==> src/rtl/sci_eng_arbiter_pkg.sv <==
// Shared definitions for the series-expansion engine arbiter: state encodings, default widths, mode helper.
// Latency: n/a (types, constants and a pure function only).
// Backpressure: n/a.
package sci_eng_arbiter_pkg;

    // Default mode-vector and resolution widths, matching the engine build
    localparam int SCI_NUM_MODES = 3;
    localparam int SCI_RES_WIDTH = 8;

    // Widest mode vector the one-hot helper accepts
    localparam int SCI_MODE_MAX  = 16;

    // Arbiter/sequencer states, 3-bit encoding shared with the engine FSM
    typedef enum logic [2:0] {
        ST_IDLE  = 3'd0,
        ST_LATCH = 3'd1,
        ST_ISSUE = 3'd2,
        ST_RUN   = 3'd3,
        ST_RESP  = 3'd4
    } state_e;

    // True when exactly one bit is set; narrower mode vectors are zero-extended by the caller
    function automatic logic is_onehot(input logic [SCI_MODE_MAX-1:0] v);
        int n;
        n = 0;
        for (int i = 0; i < SCI_MODE_MAX; i++) begin
            n = n + 32'(v[i]);
        end
        return (n == 1);
    endfunction

endpackage

==> src/rtl/sci_eng_arbiter_if.sv <==
// Requester/engine/response bundle of the engine arbiter; master = arbiter side, slave = environment side.
// Latency: n/a (wires only).
// Backpressure: request held until req_ready pulse; engine consumption signalled by eng_rd.
interface sci_eng_arbiter_if #(
    parameter int NUM_REQ    = 4,
    parameter int NUM_MODES  = 3,
    parameter int RES_WIDTH  = 8,
    parameter int DATA_WIDTH = 32
);
    // Requester side
    logic [NUM_REQ-1:0]            req_valid;
    logic [NUM_REQ*NUM_MODES-1:0]  req_mode;
    logic [NUM_REQ*RES_WIDTH-1:0]  req_res;
    logic [NUM_REQ*DATA_WIDTH-1:0] req_data;
    logic [NUM_REQ-1:0]            req_ready;

    // Engine side
    logic                          pkt_avail;
    logic [NUM_MODES-1:0]          pkt_mode;
    logic [RES_WIDTH-1:0]          pkt_res;
    logic [DATA_WIDTH-1:0]         pkt_data;
    logic                          eng_rd;
    logic                          eng_done;
    logic [DATA_WIDTH-1:0]         eng_result;

    // Response side
    logic [NUM_REQ-1:0]            resp_valid;
    logic [DATA_WIDTH-1:0]         resp_data;
    logic                          resp_err;
    logic                          busy;

    modport master (
        input  req_valid, req_mode, req_res, req_data,
        input  eng_rd, eng_done, eng_result,
        output req_ready,
        output pkt_avail, pkt_mode, pkt_res, pkt_data,
        output resp_valid, resp_data, resp_err, busy
    );

    modport slave (
        output req_valid, req_mode, req_res, req_data,
        output eng_rd, eng_done, eng_result,
        input  req_ready,
        input  pkt_avail, pkt_mode, pkt_res, pkt_data,
        input  resp_valid, resp_data, resp_err, busy
    );

endinterface

==> src/rtl/sci_eng_arbiter_rr_picker.sv <==
// Combinational round-robin pick: first asserted request at or after rr_ptr_i, wrapping.
// Latency: 0 cycles (pure combinational).
// Backpressure: none; the caller decides when the pick is taken.
module sci_eng_arbiter_rr_picker #(
    parameter int NUM_REQ = 4,
    parameter int ID_W    = 2
) (
    input  logic [NUM_REQ-1:0] req_i,
    input  logic [ID_W-1:0]    rr_ptr_i,
    output logic [NUM_REQ-1:0] gnt_o,
    output logic [ID_W-1:0]    gnt_id_o,
    output logic               any_o
);

    // Walk the requests starting at the pointer; the first hit wins
    always_comb begin
        int idx;
        gnt_o    = '0;
        gnt_id_o = '0;
        any_o    = 1'b0;
        idx      = 0;
        for (int k = 0; k < NUM_REQ; k++) begin
            idx = int'(rr_ptr_i) + k;
            if (idx >= NUM_REQ) begin
                idx = idx - NUM_REQ;
            end
            if (!any_o && req_i[idx]) begin
                any_o      = 1'b1;
                gnt_o[idx] = 1'b1;
                gnt_id_o   = ID_W'(idx);
            end
        end
    end

endmodule

==> src/rtl/sci_eng_arbiter.sv <==
// Round-robin arbiter/sequencer sharing one series-expansion engine; screens illegal jobs. Optional watchdog: SCI_ARB_WDOG_EN.
// Latency: request -> pkt_avail 2 cycles; eng_done -> resp_valid 1 cycle; rejects answer 2 cycles after the request.
// Backpressure: one job in flight; requesters hold req_valid until their req_ready pulse; pkt_avail held until eng_rd.
module sci_eng_arbiter
    import sci_eng_arbiter_pkg::*;
#(
    parameter int NUM_REQ     = 4,
    parameter int NUM_MODES   = SCI_NUM_MODES,
    parameter int RES_WIDTH   = SCI_RES_WIDTH,
    parameter int DATA_WIDTH  = 32,
    parameter int WDOG_CYCLES = 1024
) (
    input  logic            clk,
    input  logic            rst_n,   // synchronous, active-high
    sci_eng_arbiter_if.master bus
);

    localparam int ID_W = (NUM_REQ > 1) ? $clog2(NUM_REQ) : 1;

    if (NUM_REQ < 2 || NUM_MODES > SCI_MODE_MAX || WDOG_CYCLES < 2) begin : g_bad_params
        $error("sci_eng_arbiter: need NUM_REQ >= 2, NUM_MODES <= 16, WDOG_CYCLES >= 2");
    end

    // FSM state and job registers
    state_e                state_q,  state_d;
    logic [ID_W-1:0]       gnt_id_q, gnt_id_d;
    logic [ID_W-1:0]       rr_ptr_q, rr_ptr_d;
    logic [NUM_MODES-1:0]  mode_q,   mode_d;
    logic [RES_WIDTH-1:0]  res_q,    res_d;
    logic [DATA_WIDTH-1:0] data_q,   data_d;
    logic [DATA_WIDTH-1:0] result_q, result_d;
    logic                  err_q,    err_d;

    // Round-robin pick and the winner's payload
    logic [NUM_REQ-1:0]    pick_gnt;
    logic [ID_W-1:0]       pick_id;
    logic                  pick_any;
    logic [NUM_MODES-1:0]  win_mode;
    logic [RES_WIDTH-1:0]  win_res;
    logic [DATA_WIDTH-1:0] win_data;

    logic                  job_ok;
    logic [NUM_REQ-1:0]    gnt_oh;
    logic                  pkt_on;
    logic                  wdog_hit;

    sci_eng_arbiter_rr_picker #(
        .NUM_REQ (NUM_REQ),
        .ID_W    (ID_W)
    ) u_picker (
        .req_i    (bus.req_valid),
        .rr_ptr_i (rr_ptr_q),
        .gnt_o    (pick_gnt),
        .gnt_id_o (pick_id),
        .any_o    (pick_any)
    );

    // AND-OR select of the winning requester's packed payload using the one-hot grant
    always_comb begin
        win_mode = '0;
        win_res  = '0;
        win_data = '0;
        for (int i = 0; i < NUM_REQ; i++) begin
            if (pick_gnt[i]) begin
                win_mode = win_mode | bus.req_mode[i*NUM_MODES +: NUM_MODES];
                win_res  = win_res  | bus.req_res[i*RES_WIDTH +: RES_WIDTH];
                win_data = win_data | bus.req_data[i*DATA_WIDTH +: DATA_WIDTH];
            end
        end
    end

    // Illegal jobs (mode not one-hot, fewer than 2 terms) would hang or underflow the engine
    assign job_ok = is_onehot(SCI_MODE_MAX'(mode_q)) && (res_q >= RES_WIDTH'(2));
    assign gnt_oh = NUM_REQ'(1) << gnt_id_q;

`ifdef SCI_ARB_WDOG_EN
    logic [15:0] wdog_q, wdog_d;

    assign wdog_hit = (wdog_q == 16'(WDOG_CYCLES - 1));

    // Watchdog counter: zeroed when the job enters ISSUE, advances through ISSUE and RUN
    always_comb begin
        wdog_d = wdog_q;
        if (state_q == ST_LATCH) begin
            wdog_d = '0;
        end else if (state_q == ST_ISSUE || state_q == ST_RUN) begin
            wdog_d = wdog_q + 16'd1;
        end
    end

    // Watchdog register
    always_ff @(posedge clk) begin
        if (rst_n) begin
            wdog_q <= '0;
        end else begin
            wdog_q <= wdog_d;
        end
    end
`else
    assign wdog_hit = 1'b0;
`endif

    // Next-state and job-register update; a completed engine result beats a coincident timeout
    always_comb begin
        state_d  = state_q;
        gnt_id_d = gnt_id_q;
        rr_ptr_d = rr_ptr_q;
        mode_d   = mode_q;
        res_d    = res_q;
        data_d   = data_q;
        result_d = result_q;
        err_d    = err_q;
        unique case (state_q)
            ST_IDLE: begin
                if (pick_any) begin
                    state_d  = ST_LATCH;
                    gnt_id_d = pick_id;
                    mode_d   = win_mode;
                    res_d    = win_res;
                    data_d   = win_data;
                    result_d = '0;
                    err_d    = 1'b0;
                    rr_ptr_d = (pick_id == ID_W'(NUM_REQ - 1)) ? '0 : pick_id + ID_W'(1);
                end
            end
            ST_LATCH: begin
                if (!job_ok) begin
                    state_d  = ST_RESP;
                    err_d    = 1'b1;
                    result_d = '0;
                end else begin
                    state_d  = ST_ISSUE;
                end
            end
            ST_ISSUE: begin
                if (bus.eng_rd && bus.eng_done) begin
                    state_d  = ST_RESP;
                    result_d = bus.eng_result;
                    err_d    = 1'b0;
                end else if (wdog_hit) begin
                    state_d  = ST_RESP;
                    result_d = '0;
                    err_d    = 1'b1;
                end else if (bus.eng_rd) begin
                    state_d  = ST_RUN;
                end
            end
            ST_RUN: begin
                if (bus.eng_done) begin
                    state_d  = ST_RESP;
                    result_d = bus.eng_result;
                    err_d    = 1'b0;
                end else if (wdog_hit) begin
                    state_d  = ST_RESP;
                    result_d = '0;
                    err_d    = 1'b1;
                end
            end
            ST_RESP: begin
                state_d = ST_IDLE;
            end
            default: begin
                state_d = ST_IDLE;
            end
        endcase
    end

    // State and job registers; reset abandons any job in flight without a response
    always_ff @(posedge clk) begin
        if (rst_n) begin
            state_q  <= ST_IDLE;
            gnt_id_q <= '0;
            rr_ptr_q <= '0;
            mode_q   <= '0;
            res_q    <= '0;
            data_q   <= '0;
            result_q <= '0;
            err_q    <= 1'b0;
        end else begin
            state_q  <= state_d;
            gnt_id_q <= gnt_id_d;
            rr_ptr_q <= rr_ptr_d;
            mode_q   <= mode_d;
            res_q    <= res_d;
            data_q   <= data_d;
            result_q <= result_d;
            err_q    <= err_d;
        end
    end

    // Outputs decode straight from registered state, so every output is 0 in IDLE
    assign pkt_on         = (state_q == ST_ISSUE) || (state_q == ST_RUN);
    assign bus.req_ready  = (state_q == ST_LATCH) ? gnt_oh : '0;
    assign bus.pkt_avail  = (state_q == ST_ISSUE);
    assign bus.pkt_mode   = pkt_on ? mode_q : '0;
    assign bus.pkt_res    = pkt_on ? res_q  : '0;
    assign bus.pkt_data   = pkt_on ? data_q : '0;
    assign bus.resp_valid = (state_q == ST_RESP) ? gnt_oh : '0;
    assign bus.resp_data  = (state_q == ST_RESP) ? result_q : '0;
    assign bus.resp_err   = (state_q == ST_RESP) ? err_q : 1'b0;
    assign bus.busy       = (state_q != ST_IDLE);

endmodule

==> src/flat_wrapper.sv <==
// flat-port wrapper written by rule: the top's interface ports become plain ports
module sci_eng_arbiter_flat import sci_eng_arbiter_pkg::*;
#(
    parameter int NUM_REQ     = 4,
    parameter int NUM_MODES   = SCI_NUM_MODES,
    parameter int RES_WIDTH   = SCI_RES_WIDTH,
    parameter int DATA_WIDTH  = 32,
    parameter int WDOG_CYCLES = 1024
)
  (clk, rst_n, bus_req_valid, bus_req_mode, bus_req_res, bus_req_data, bus_eng_rd, bus_eng_done, bus_eng_result, bus_req_ready, bus_pkt_avail, bus_pkt_mode, bus_pkt_res, bus_pkt_data, bus_resp_valid, bus_resp_data, bus_resp_err, bus_busy);
  sci_eng_arbiter_if #(.NUM_REQ(NUM_REQ), .NUM_MODES(NUM_MODES), .RES_WIDTH(RES_WIDTH), .DATA_WIDTH(DATA_WIDTH)) bus_i ();
  input  logic clk;
  input  logic rst_n;
  input wire logic [$bits(bus_i.req_valid)-1:0] bus_req_valid;
  input wire logic [$bits(bus_i.req_mode)-1:0] bus_req_mode;
  input wire logic [$bits(bus_i.req_res)-1:0] bus_req_res;
  input wire logic [$bits(bus_i.req_data)-1:0] bus_req_data;
  input wire logic [$bits(bus_i.eng_rd)-1:0] bus_eng_rd;
  input wire logic [$bits(bus_i.eng_done)-1:0] bus_eng_done;
  input wire logic [$bits(bus_i.eng_result)-1:0] bus_eng_result;
  output wire logic [$bits(bus_i.req_ready)-1:0] bus_req_ready;
  output wire logic [$bits(bus_i.pkt_avail)-1:0] bus_pkt_avail;
  output wire logic [$bits(bus_i.pkt_mode)-1:0] bus_pkt_mode;
  output wire logic [$bits(bus_i.pkt_res)-1:0] bus_pkt_res;
  output wire logic [$bits(bus_i.pkt_data)-1:0] bus_pkt_data;
  output wire logic [$bits(bus_i.resp_valid)-1:0] bus_resp_valid;
  output wire logic [$bits(bus_i.resp_data)-1:0] bus_resp_data;
  output wire logic [$bits(bus_i.resp_err)-1:0] bus_resp_err;
  output wire logic [$bits(bus_i.busy)-1:0] bus_busy;
  assign bus_i.req_valid = bus_req_valid;
  assign bus_i.req_mode = bus_req_mode;
  assign bus_i.req_res = bus_req_res;
  assign bus_i.req_data = bus_req_data;
  assign bus_i.eng_rd = bus_eng_rd;
  assign bus_i.eng_done = bus_eng_done;
  assign bus_i.eng_result = bus_eng_result;
  assign bus_req_ready = bus_i.req_ready;
  assign bus_pkt_avail = bus_i.pkt_avail;
  assign bus_pkt_mode = bus_i.pkt_mode;
  assign bus_pkt_res = bus_i.pkt_res;
  assign bus_pkt_data = bus_i.pkt_data;
  assign bus_resp_valid = bus_i.resp_valid;
  assign bus_resp_data = bus_i.resp_data;
  assign bus_resp_err = bus_i.resp_err;
  assign bus_busy = bus_i.busy;
  sci_eng_arbiter #(.NUM_REQ(NUM_REQ), .NUM_MODES(NUM_MODES), .RES_WIDTH(RES_WIDTH), .DATA_WIDTH(DATA_WIDTH), .WDOG_CYCLES(WDOG_CYCLES)) u_core (.clk(clk), .rst_n(rst_n), .bus(bus_i));
endmodule
==> config.mk <==
export PLATFORM = sky130hd
export DESIGN_NAME = sci_eng_arbiter_flat
export DESIGN_NICKNAME = d
export VERILOG_FILES = /design/src/rtl/sci_eng_arbiter_pkg.sv /design/src/rtl/sci_eng_arbiter_if.sv /design/src/rtl/sci_eng_arbiter_rr_picker.sv /design/src/rtl/sci_eng_arbiter.sv /design/src/flat_wrapper.sv
export SDC_FILE = /design/constraint.sdc
export NUM_CORES = 1
export LEC_CHECK = 0
export CORE_MARGIN = 2
export CORE_UTILIZATION = 35
export CTS_CLUSTER_DIAMETER = 30
export DETAILED_ROUTE_END_ITERATION = 8
export PLACE_DENSITY = 0.79
export SLEW_MARGIN = 0
export SYNTH_ARGS = -nofsm -noshare
export SYNTH_HDL_FRONTEND = slang
export SYNTH_HIERARCHICAL = 1
export SYNTH_SLANG_ARGS = --single-unit
==> constraint.sdc <==
create_clock -name clk -period 5.7 [get_ports clk]
set_input_delay 1.71 -clock clk [delete_from_list [all_inputs] [get_ports clk]]
set_output_delay 1.71 -clock clk [all_outputs]
set_load 0.005 [all_outputs]
Word level (Yosys, flattened, before mapping)
Cells that the tools add are included.
{"block": "word_totals", "mem_bits_ro": 0, "wordCells": 146, "mem_bits_rw": 0, "memories": 0, "regBits": 83, "inputBits": 212, "out_inout_bits": 86, "latchBits": 0}
{"block": "op_classes", "div": 0, "reduce_logical": 19, "n_addsub": 10, "mux": 72, "multipliers": 0, "n_eq_ne": 11, "magnitude_cmp": 13, "n_bitwise": 12, "n_shift": 1}
{"operator": "32-bit two-way mux", "n": 14}
{"operator": "32-bit by 1-bit >= comparator with 1-bit output (second input constant)", "n": 4}
{"operator": "32-bit by 4-bit less-than comparator with 1-bit output (second input constant)", "n": 4}
{"operator": "32-bit case mux with 4 select lines", "n": 1}
{"operator": "32-bit bitwise OR", "n": 3}
{"operator": "8-bit two-way mux", "n": 5}
{"operator": "32-bit by 1-bit adder with 32-bit output", "n": 1}
{"operator": "32-bit by 2-bit equality test with 1-bit output (second input constant)", "n": 1}
{"operator": "3-bit two-way mux", "n": 10}
{"operator": "4-bit two-way mux", "n": 6}
{"operator": "8-bit bitwise OR", "n": 3}
{"operator": "1-bit two-way mux", "n": 21}
{"operator": "4-bit bitwise OR", "n": 3}
{"operator": "3-bit case mux with 4 select lines", "n": 1}
{"operator": "3-bit by 3-bit subtractor with 4-bit output (second input constant)", "n": 3}
{"operator": "2-bit two-way mux", "n": 5}
{"operator": "3-bit >= comparator (second input constant)", "n": 3}
{"operator": "1-bit logical AND", "n": 9}
{"operator": "3-bit bitwise OR", "n": 3}
{"operator": "1-bit binary-select mux with 2-bit select", "n": 4}
{"operator": "1-bit demux with 2-bit select", "n": 4}
{"operator": "8-bit by 2-bit >= comparator with 1-bit output (second input constant)", "n": 1}
{"operator": "2-bit by 2-bit adder with 3-bit output (second input constant)", "n": 2}
{"operator": "3-bit by 2-bit equality test with 1-bit output (second input constant)", "n": 2}
{"operator": "21 further kinds", "n": 25}

Longest topological paths before layout
Gate-level depths: netlist (run 1).
{"block": "logic_depth", "ltp_word": 22, "depth_mapped": 13}

Modules after synthesis
Netlist (run 1), hierarchy kept.
{"mod": "sci_eng_arbiter", "seq_area_each_um2": 1661.6, "cells_each": 554, "area_each_um2": 4481.8, "instances": 1}
{"mod": "sci_eng_arbiter_rr_picker", "seq_area_each_um2": 0.0, "cells_each": 48, "area_each_um2": 460.4, "instances": 1}

Worst setup path before layout (run 1)
Ideal clock, no wire load.
{"block": "synth_path", "kind": "in2reg", "startpoint": "in bus_req_valid[2]", "endpoint": "reg u_core.data_q[0]", "path_buffers": 2, "path_slack_ps": 1913, "required_ps": 5609, "stages": 8, "arrival_time_ps": 3696, "cell_sequence": "mux4_1 -> nor4b_4 -> a22oi_1 -> o21ai_0 -> clkbuf_1 -> clkbuf_1 -> a22oi_1 -> a311oi_1"}
{"block": "synth_between", "elab_chain_cells": 20}
{"item": "start, declared", "line": "flat_wrapper.sv:14", "text": "input wire logic [$bits(bus_i.req_valid)-1:0] bus_req_valid;"}
{"item": "1-bit binary-select mux with 2-bit select", "line": "sci_eng_arbiter_rr_picker.sv:27", "text": "if (!any_o && req_i[idx]) begin"}
{"item": "1-bit two-way mux (implied by the code) (2 in series)", "line": "sci_eng_arbiter_rr_picker.sv:27"}
{"item": "1-bit two-way mux", "line": "sci_eng_arbiter_rr_picker.sv:27"}
{"item": "1-bit logical NOT", "line": "sci_eng_arbiter_rr_picker.sv:27"}
{"item": "1-bit logical AND", "line": "sci_eng_arbiter_rr_picker.sv:27"}
{"item": "1-bit two-way mux", "line": "sci_eng_arbiter_rr_picker.sv:27"}
{"item": "1-bit logical NOT", "line": "sci_eng_arbiter_rr_picker.sv:27"}
{"item": "1-bit logical AND", "line": "sci_eng_arbiter_rr_picker.sv:27"}
{"item": "(+4 left out)"}
{"item": "via u_core.pick_gnt[0]", "line": "sci_eng_arbiter.sv:35", "text": "logic [NUM_REQ-1:0] pick_gnt;"}
{"item": "32-bit two-way mux (*)", "line": "sci_eng_arbiter.sv:64", "text": "if (pick_gnt[i]) begin"}
{"item": "32-bit bitwise OR", "line": "sci_eng_arbiter.sv:67", "text": "win_data = win_data | bus.req_data[i*DATA_WIDTH +: DATA_WIDTH];"}
{"item": "32-bit two-way mux (*)", "line": "sci_eng_arbiter.sv:64"}
{"item": "32-bit bitwise OR", "line": "sci_eng_arbiter.sv:67"}
{"item": "32-bit two-way mux (*)", "line": "sci_eng_arbiter.sv:64"}
{"item": "32-bit bitwise OR", "line": "sci_eng_arbiter.sv:67"}
{"item": "32-bit two-way mux (*)", "line": "sci_eng_arbiter.sv:64"}
{"item": "end signal, assigned", "line": "sci_eng_arbiter.sv:185", "text": "data_q <= data_d;"}
{"item": "end, declared", "line": "sci_eng_arbiter.sv:30", "text": "logic [DATA_WIDTH-1:0] data_q, data_d;"}
Mark *: on every way through the listed nets, which the timed path passes. The rest lies on a longest branch. The select of a mux whose other input is x is not followed.
A chain may end at the register's enable or synchronous reset.

Final worst setup path (run 1)
{"block": "layout_path", "startpoint": "in bus_req_valid[2]", "endpoint": "reg u_core.data_q[10]"}
{"item": "1-bit binary-select mux with 2-bit select", "line": "sci_eng_arbiter_rr_picker.sv:27"}
{"item": "1-bit two-way mux (implied by the code) (2 in series)", "line": "sci_eng_arbiter_rr_picker.sv:27"}
{"item": "1-bit two-way mux", "line": "sci_eng_arbiter_rr_picker.sv:27"}
{"item": "1-bit logical NOT", "line": "sci_eng_arbiter_rr_picker.sv:27"}
{"item": "1-bit logical AND", "line": "sci_eng_arbiter_rr_picker.sv:27"}
{"item": "1-bit two-way mux", "line": "sci_eng_arbiter_rr_picker.sv:27"}
{"item": "1-bit logical NOT", "line": "sci_eng_arbiter_rr_picker.sv:27"}
{"item": "1-bit logical AND", "line": "sci_eng_arbiter_rr_picker.sv:27"}
{"item": "1-bit two-way mux", "line": "sci_eng_arbiter_rr_picker.sv:27"}
{"item": "1-bit logical NOT", "line": "sci_eng_arbiter_rr_picker.sv:27"}
{"item": "1-bit logical AND", "line": "sci_eng_arbiter_rr_picker.sv:27"}
{"item": "1-bit two-way mux (*)", "line": "sci_eng_arbiter_rr_picker.sv:27"}
{"item": "via u_core.pick_any", "line": "sci_eng_arbiter.sv:37", "text": "logic pick_any;"}
{"item": "2-bit AND reduction (no line) (*)"}
Marked as above.

==> results of run 1 <==
state kept, by name (all words and copies together), names as in the netlist:
signal	cells
u_core/data_q	32
u_core/err_q	1
u_core/res_q	8
u_core/mode_q	3
u_core/state_q	3
u_core/result_q	32
u_core/rr_ptr_q	2
u_core/gnt_id_q	2
critical path, delay by kind of cell:
family / cells / cell delay, ps
AO/OA/AOI/OAI: 1 / 280
multiplexers: 1 / 250
AND/OR/NAND/NOR: 4 / 1080
buffers and inverters: 3 / 1290
path summary, 6_finish.rpt:
path                            start                   to  slack, ps  cells after the start
hold reg to reg   u_core/result_q[17]  u_core/result_q[17]        460                      2
setup reg to reg   u_core/rr_ptr_q[0]    u_core/data_q[10]       1970                      9
setup / recovery     bus_req_valid[2]    u_core/data_q[10]       1300                      9
hold / removal    u_core/result_q[17]  u_core/result_q[17]        460                      2
area by class of cell:
class	count	area (sq um)
multi-input cells	442	3000
clock inverters	4	73.8
clock buffers	11	253
fillers	1239	5470
repair buffers	311	3120
inverters	6	22.5
well taps	180	225
flip-flops and latches	83	1660
Yosys cell counts, drive strengths merged (4+ instances only):
| cell type | instances | area share |
|---|---|---|
| o21ai | 40 | 0.042 |
| nand2 | 12 | 0.0091 |
| and2 | 44 | 0.056 |
| clkbuf | 57 | 0.043 |
| a311oi | 43 | 0.076 |
| nor2 | 55 | 0.042 |
| dfxtp | 83 | 0.34 |
| inv | 6 | 0.0046 |
| buf | 14 | 0.021 |
| a21oi | 42 | 0.044 |
| mux4 | 4 | 0.021 |
| nand2b | 4 | 0.0051 |
| nor3 | 8 | 0.0081 |
| a22oi | 95 | 0.14 |
| nand4 | 32 | 0.041 |
| and3 | 33 | 0.042 |
| ha | 9 | 0.023 |
power by group through the flow:
stage	combinational, W	clock (W)	sequential [W]
after floorplan	0.00134	0	0.000830
after CTS	0.00194	0.000662	0.000876
after detailed placement	0.00193	0	0.000888
final	0.00194	0.000651	0.000879
after global placement	0.00191	0	0.000884
after global routing	0.00214	0.000685	0.000900
layer usage:
layer | vias up | wire length (microns) | global-route usage
met2 | 273 | 9640 | 0.416
met5 | - | 13 | 0
met1 | 2704 | 7700 | 0.309
met3 | 29 | 1840 | 0.0697
met4 | 2 | 377 | 0.0833
li1 | 2798 | - | -
cells by family (layout without fill, tap and decap cells):
| group | count (synthesis) | in the layout | share of synthesized area |
|---|---|---|---|
| AO/OA/AOI/OAI | 226 | 226 | 0.319 |
| flip-flops | 83 | 83 | 0.336 |
| buffers and inverters | 77 | 332 | 0.0689 |
| adder cells (fa/ha/maj) | 10 | 10 | 0.0268 |
| AND/OR/NAND/NOR | 199 | 199 | 0.222 |
| multiplexers | 7 | 7 | 0.0271 |
layout by cell type (no fill, tap or decap), types with 2 or more instances in the layout:
master,count
nand2b_1,4
a21oi_1,39
buf_12,4
mux4_1,3
clkbuf_8,2
nand4_1,32
nand2_1,12
nor4_1,2
buf_4,10
o21ai_4,4
clkdlybuf4s50_1,296
ha_1,9
o21ai_1,27
and2_1,43
bufinv_16,2
a311oi_1,43
a22oi_1,95
nor2_1,54
and3_1,33
inv_1,6
dfxtp_1,83
nor3_1,8
clkbuf_16,9
a21oi_2,3
or3b_1,2
o21ai_2,2
o21ai_0,7
mux2_2,2
per-stage QoR:
step	power, W	hold slack [ps]	setup slack, ps
after floorplan	0.00217	436	1910
after global placement	0.00279	443	1070
after detailed placement	0.00282	453	964
after CTS	0.00348	462	1310
after global routing	0.00373	478	979
final	0.00347	456	1300
==> flow_summary_export.csv, run 1 <==
group,metric,value,unit
clocking,hold_buffers,0,
timing,hold_viol_final,0,
power,internal_power,0.00194,W
global_routing,gr-usage-all-layers,0.250,
global_routing,grt_antenna_before_repair,1,
synth,synth.distinct_cells,41,
power,p_leak,3.00,nW
route,drtAntennaViolNets,0,
layout,design_area,0.00835,sq mm
timing,tightest_slew,1030,ps
die,start_util,0.357,
die,die_h,123,microns
clocking,cts_resized,0,
clocking,cts.clk_slew.worst_paths,60,ps
synth,syn_area_per_cell,8.21,sq um
die,io_pins,298,
synth,synth_edf_count,0,
layout,antenna_cells,0,
layout,syn_to_final_growth,69.0,%
route,vias_per_cell,5.60,
die,dieWidth,123,microns
worst_setup_path,cp-start-kind,"primary input",
timing,tns,0,ps
worst_setup_path,crit_arrival,4640,ps
clocking,numClockSinks,83,
placement,placedCellCount,1022,
synth,syn-num-nets,824,
worst_setup_path,crit_path_end_kind,"flop",
timing,maxSlewHeadroom,0.312,
global_routing,grt_pass1_wl,29100,microns
clocking,cts_root_buffer,"clkbuf_16",
power,p_sw_frac,0.441,
clocking,clk_latency,340,ps
power,p_per_area,416,mW/mm^2
power,power.share.clock,0.188,
power,p_switching,0.00153,W
timing,finClkSkew,5.48,ps
placement,postPlaceCellArea,0.00803,sq mm
synth,synth-seq-area-share,0.336,
synth,ys_ff_latch,83,
die,num_rows,43,
worst_setup_path,critPathKind,"primary input to flop",
synth,syn_area,0.00494,sq mm
worst_setup_path,cp_slowest_cell,"and2_2",
worst_setup_path,path_max_fanout,46,
clocking,cts_buffers,9,
clocking,ctsLongestPathBuffers,2,
layout,stdcell_count,1037,
timing,min_period,4400,ps
route,drt_iter0_markers,397,
layout,nNetsFinal,1075,
timing,slew_viol_final,0,
layout,utilization,0.604,
clocking,cts_tree,"yes",
clocking,cts_setup_buffers,0,
route,via_count,5806,
timing,rsz0062_at_grt,"false",
route,wl_per_cell,18.9,microns
worst_setup_path,cp_common_cell,"buf_4",
synth,syn_inst,602,
route,drc,0,
power,vdd_drop_max,0.248,mV
synth,synth-main-ff-cell,"dfxtp_1",
placement,dpl.hpwl,14200,microns
power,seq_power_share,0.253,
timing,fmax,227,MHz
global_routing,grt_max_degree,49,
global_routing,grt_pass1_vias,5445,
run_status,status,"finished, final reports clean",
worst_setup_path,slowest_delay,720,ps
route,drt_pass1_iterations,5,
synth,ys_warn_count,6,
die,die_area,0.0151,sq mm
power,combPwrFrac,0.559,
clocking,htreeDepth,3,
global_routing,grt-ovfl-total,0,
hold_path,hold_path_class,"flop to flop",
route,routed_wl,19600,microns
timing,period_share,0.773,
timing,finalSetupViolCount,0,
placement,portBuffers,297,
synth,synth_async_sr_flop_share,0,
flow_run,cap_violations,0,
layout,drive_gt1_frac,0.0572,
worst_setup_path,cp.required,5940,ps
worst_setup_path,crit_path_cell_trace,"clkdlybuf4s50_1 > mux4_1 > buf_4 > nor3_1 > nand2b_1 > and2_2 > buf_4 > nor2_1 > a311oi_1",
placement,gp_congestion,0.792,
die,coreArea,0.0138,sq mm
No activity file was read; power rests on OpenSTA's default activity.
==> run 2: changes to the inputs <==
--- a/config.mk
+++ b/config.mk
@@ -6,10 +6,10 @@
 export NUM_CORES = 1
 export LEC_CHECK = 0
 export CORE_MARGIN = 2
-export CORE_UTILIZATION = 35
+export CORE_UTILIZATION = 34
 export CTS_CLUSTER_DIAMETER = 30
 export DETAILED_ROUTE_END_ITERATION = 8
-export PLACE_DENSITY = 0.79
+export PLACE_DENSITY = 0.8
 export SLEW_MARGIN = 0
 export SYNTH_ARGS = -nofsm -noshare
 export SYNTH_HDL_FRONTEND = slang
==> constraint.sdc (replaced) <==
create_clock -name clk -period 3.7 [get_ports clk]
set_input_delay 1.11 -clock clk [delete_from_list [all_inputs] [get_ports clk]]
set_output_delay 1.11 -clock clk [all_outputs]
set_load 0.005 [all_outputs]
==> flow_summary_export.csv, run 2 (synthesized netlist as in run 1, its figures left out) <==
group,metric,value,unit
run_status,status,"finished, final reports clean",
route,drt_pass1_iterations,4,
timing,min_period,3410,ps
global_routing,grt_pass1_wl,30400,microns
route,wl_met1,7720,microns
clocking,cts_buffers,9,
route,wl_per_cell,18.5,microns
die,num_rows,44,
route,dr.max_layer_used,"met4",
worst_setup_path,critPathKind,"flop to primary output",
timing,tns,0,ps
clocking,clk_latency,340,ps
global_routing,grt_pass1_vias,5592,
layout,reg_top3,"u_core/data_q: 32 flops, u_core/result_q: 32 flops, u_core/res_q: 8 flops",
placement,gp_congestion,0.911,
worst_setup_path,crit_path_end_kind,"primary output",
worst_setup_path,crit_path_cell_trace,"nor2b_4 > and2_1 > clkdlybuf4s50_1",
timing,maxSlewHeadroom,0.340,
clocking,htreeDepth,3,
timing,fmax,294,MHz
clocking,ctsLongestPathBuffers,2,
timing,slew_viol_final,0,
route,vias_per_cell,5.59,
layout,syn_to_final_growth,71.7,%
layout,stdcell_count,1054,
global_routing,grt_antenna_before_repair,2,
hold_path,hold_path_class,"flop to flop",
route,via_count,5888,
flow_run,cap_violations,0,
timing,rsz0062_at_grt,"false",
worst_setup_path,cp_slowest_cell,"nor2b_4",
clocking,cts_tree,"yes",
clocking,cts.clk_slew.worst_paths,60,ps
die,start_util,0.344,
global_routing,grt-ovfl-total,0,
worst_setup_path,cp.required,2590,ps
timing,hold_viol_final,0,
placement,portBuffers,297,
layout,layout_commonest_cell,"clkdlybuf4s50_1",
route,drt_iter0_markers,471,
route,drc,0,
power,p_switching,0.00240,W
power,vdd_drop_max,0.305,mV
placement,dpl.hpwl,14200,microns
timing,period_share,0.921,
layout,nNetsFinal,1085,
clocking,cts_root_buffer,"clkbuf_16",
die,die_h,125,microns
layout,drive_gt1_frac,0.0657,
power,p_per_area,647,mW/mm^2
global_routing,gr-usage-all-layers,0.243,
route,wl_met2,9550,microns
placement,placedCellCount,1036,
timing,tightest_slew,990,ps
worst_setup_path,path_max_fanout,45,
power,p_sw_frac,0.436,
die,io_pins,298,
clocking,cts_resized,0,
route,met3_length,1690,microns
power,combPwrFrac,0.595,
route,routed_wl,19500,microns
timing,finalSetupViolCount,0,
die,coreArea,0.0144,sq mm
worst_setup_path,slowest_delay,760,ps
power,seq_power_share,0.239,
clocking,numClockSinks,83,
clocking,cts_setup_buffers,0,
route,drtAntennaViolNets,0,
worst_setup_path,crit_family,"simple AND/OR/NAND/NOR gates",
timing,finClkSkew,7.46,ps
worst_setup_path,crit_buf_inv,1,
die,die_area,0.0155,sq mm
power,p_leak,3.06,nW
die,dieWidth,125,microns
layout,layout_common_cells,"clkdlybuf4s50_1 (296), a22oi_1 (95), dfxtp_1 (83)",
power,internal_power,0.00309,W
global_routing,grt_max_degree,51,
worst_setup_path,crit_arrival,2300,ps
power,total_power,0.00549,W
worst_setup_path,cp-start-kind,"flop",
clocking,hold_buffers,0,
power,power.share.clock,0.166,
## run 2: cell count changes in the layout (fill, tap and decap cells not counted), sizes merged
| cell | change |
|---|---|
| clkinv | -1 |
| clkbuf | +1 |
| bufinv | -1 |
| diode | +2 |
| buf | +10 |
| clkinvlp | +2 |
## run 2: worst min-delay path, cell delays in order (launching register included)
cell	delay, ps
dfxtp_1	310
o21ai_2	60
a21oi_2	40
## run 2: area by class of cell
class                           count  area, sq um
Sequential cell                    83         1660
Multi-Input combinational cell    442         3000
Fill cell                        1280         5880
Timing Repair Buffer              321         3270
Antenna cell                        2         5.00
Clock inverter                      4         50.0
Inverter                            6         22.5
Tap cell                          184          230
Clock buffer                       12          246
## run 2: final timing paths
check / startpoint / end / slack (ps) / depth (start not counted)
hold reg to reg: u_core/result_q[21] / u_core/result_q[21] / 460 / 2
setup / recovery: u_core/state_q[1] / bus_pkt_data[8] / 290 / 3
hold / removal: u_core/result_q[21] / u_core/result_q[21] / 460 / 2
setup reg to reg: u_core/rr_ptr_q[1] / u_core/res_q[0] / 660 / 9
## run 2: power by group through the flow
stage	sequential [W]	clock, W	combinational, W
after CTS	0.00131	0.000935	0.00325
after global routing	0.00134	0.000970	0.00358
after detailed placement	0.00133	0	0.00325
after floorplan	0.00128	0	0.00206
after global placement	0.00132	0	0.00321
final	0.00131	0.000909	0.00327
## run 2: per-layer routing
metal | track usage | vias up
met4 | 0.0965 | 0
met1 | 0.301 | 2729
met3 | 0.0580 | 32
met2 | 0.407 | 302
li1 | - | 2825
met5 | 0 | -
## run 2: stage by stage
stage	setup slack, ps	hold slack [ps]	utilization	cell area [sq um]
2_1_floorplan	513	436	-	4940
3_3_place_gp	14.4	441	0.570	8190
3_5_place_dp	-4.80	452	0.570	8190
4_1_cts	247	459	0.590	8480
5_1_grt	131	482	0.591	8490
6_report	294	458	0.591	8490
==> RTL change, RTL diff (config.mk and constraints of run 2) <==
Register the output `bus.resp_err`; this adds one clock of latency there.
--- a/src/rtl/sci_eng_arbiter.sv
+++ b/src/rtl/sci_eng_arbiter.sv
@@ -198,5 +198,7 @@
     assign bus.resp_valid = (state_q == ST_RESP) ? gnt_oh : '0;
     assign bus.resp_data  = (state_q == ST_RESP) ? result_q : '0;
-    assign bus.resp_err   = (state_q == ST_RESP) ? err_q : 1'b0;
+    always_ff @(posedge clk) begin
+        bus.resp_err <= (state_q == ST_RESP) ? err_q : 1'b0;
+    end
     assign bus.busy       = (state_q != ST_IDLE);
 
Behaviour: not the same (a bounded check fails within 4 cycles, from zero or initial values and one cycle with rst_n high).
==> RTL change against run 2 <==
Die area increased by 0.39%; total power decreased by 0.87%; setup slack got worse by 0.0073 ns; sequential cell count increased by 1; cell area about the same; register-to-register slack got worse by 0.10 ns; area after synthesis increased by 0.41%; routed wire length decreased by 1.1%; final cell count unchanged; non-clock buffer count increased by 1.
==> RTL change: results <==
timing:
  fin_skew_ns: 0.00589
  relSlewSlack_pct: 33.7
  fin_hold_ws_ns: 0.461
  clock.fmax_ghz: 0.293
placed_design:
  gp_congestion: 0.892
  dp_hpwl_um: 13900
  place_area_um2: 8220
final_layout:
  multi_input_area_um2: 3000
  finalNetCount: 1087
  n_clock_buffer: 11
  antenna_cells: 0
  seq_share_pct: 19.8
  nonClkBufAreaFrac_pct: 38.8
  clock_area_share_pct: 3.18
  syn2layout_area_growth_pct: 71.2
  fill_cells: 1289
route:
  via_per_inst: 5.66
  initialDrtViolationCount: 406
  wl_per_cell_um: 18.3
  drtPass1Iterations: 5
grt:
  grt_pass1_wl_um: 30800
  first_global_vias: 5750
  grt_usage_pct: 24.4
  grt_max_degree: 59
  antenna_found_initial: 1
outcome:
  outcome: "complete, no violations"
hold_path:
  worstHoldEndpoint: "u_core/result_q[17]"
  hold_depth: 2
  min-delay-start: "u_core/result_q[17]"
synthesis:
  yosys_register_bits: 84
  synth_seq_area_share_pct: 33.9
  synth_area_leaders: "dfxtp_1, a22oi_1, a311oi_1"
  avgSynthCellArea_um2: 8.23
worst_setup_path:
  slowest_stage: "mux4_1"
  ff2ff_path_depth: 10
  r2r_slack_ns: 0.56
  cp_data_arrival_time_ns: 3.64
  critPathTopFamily: "buffers and inverters"
  crit_end: "u_core/res_q[0]"
  cp_max_fo: 37
die:
  rows: 44
pwr:
  p_sw_share_pct: 44.3
  ir_drop_mv: 0.333
  leakagePower_nw: 3.07
-- RTL change: routing by layer --
layer / GRT usage, % / vias to the layer above / wire [um]
met2: 41.4 / 318 / 9330
li1: - / 2833 / -
met5: 0 / - / 0
met3: 6.62 / 40 / 1660
met4: 9.48 / 0 / 535
met1: 29.4 / 2777 / 7760
-- RTL change: power groups by stage --
stage | Combinational (mW) | Sequential (mW) | Clock, mW
after floorplan | 2.06 | 1.29 | 0
after detailed placement | 3.24 | 1.36 | 0
after CTS | 3.25 | 1.34 | 0.869
final | 3.25 | 1.34 | 0.849
after global placement | 3.22 | 1.34 | 0
after global routing | 3.58 | 1.37 | 0.894
-- RTL change: cells by family (layout without fill, tap and decap cells) --
| kind of cell | Yosys count | count (layout) | synth area share (%) |
|---|---|---|---|
| compound gates | 226 | 226 | 31.8 |
| fa+ha+maj | 10 | 10 | 2.67 |
| buf+inv | 77 | 344 | 6.86 |
| flops | 84 | 84 | 33.9 |
| mux | 7 | 7 | 2.70 |
| simple gates | 199 | 199 | 22.1 |
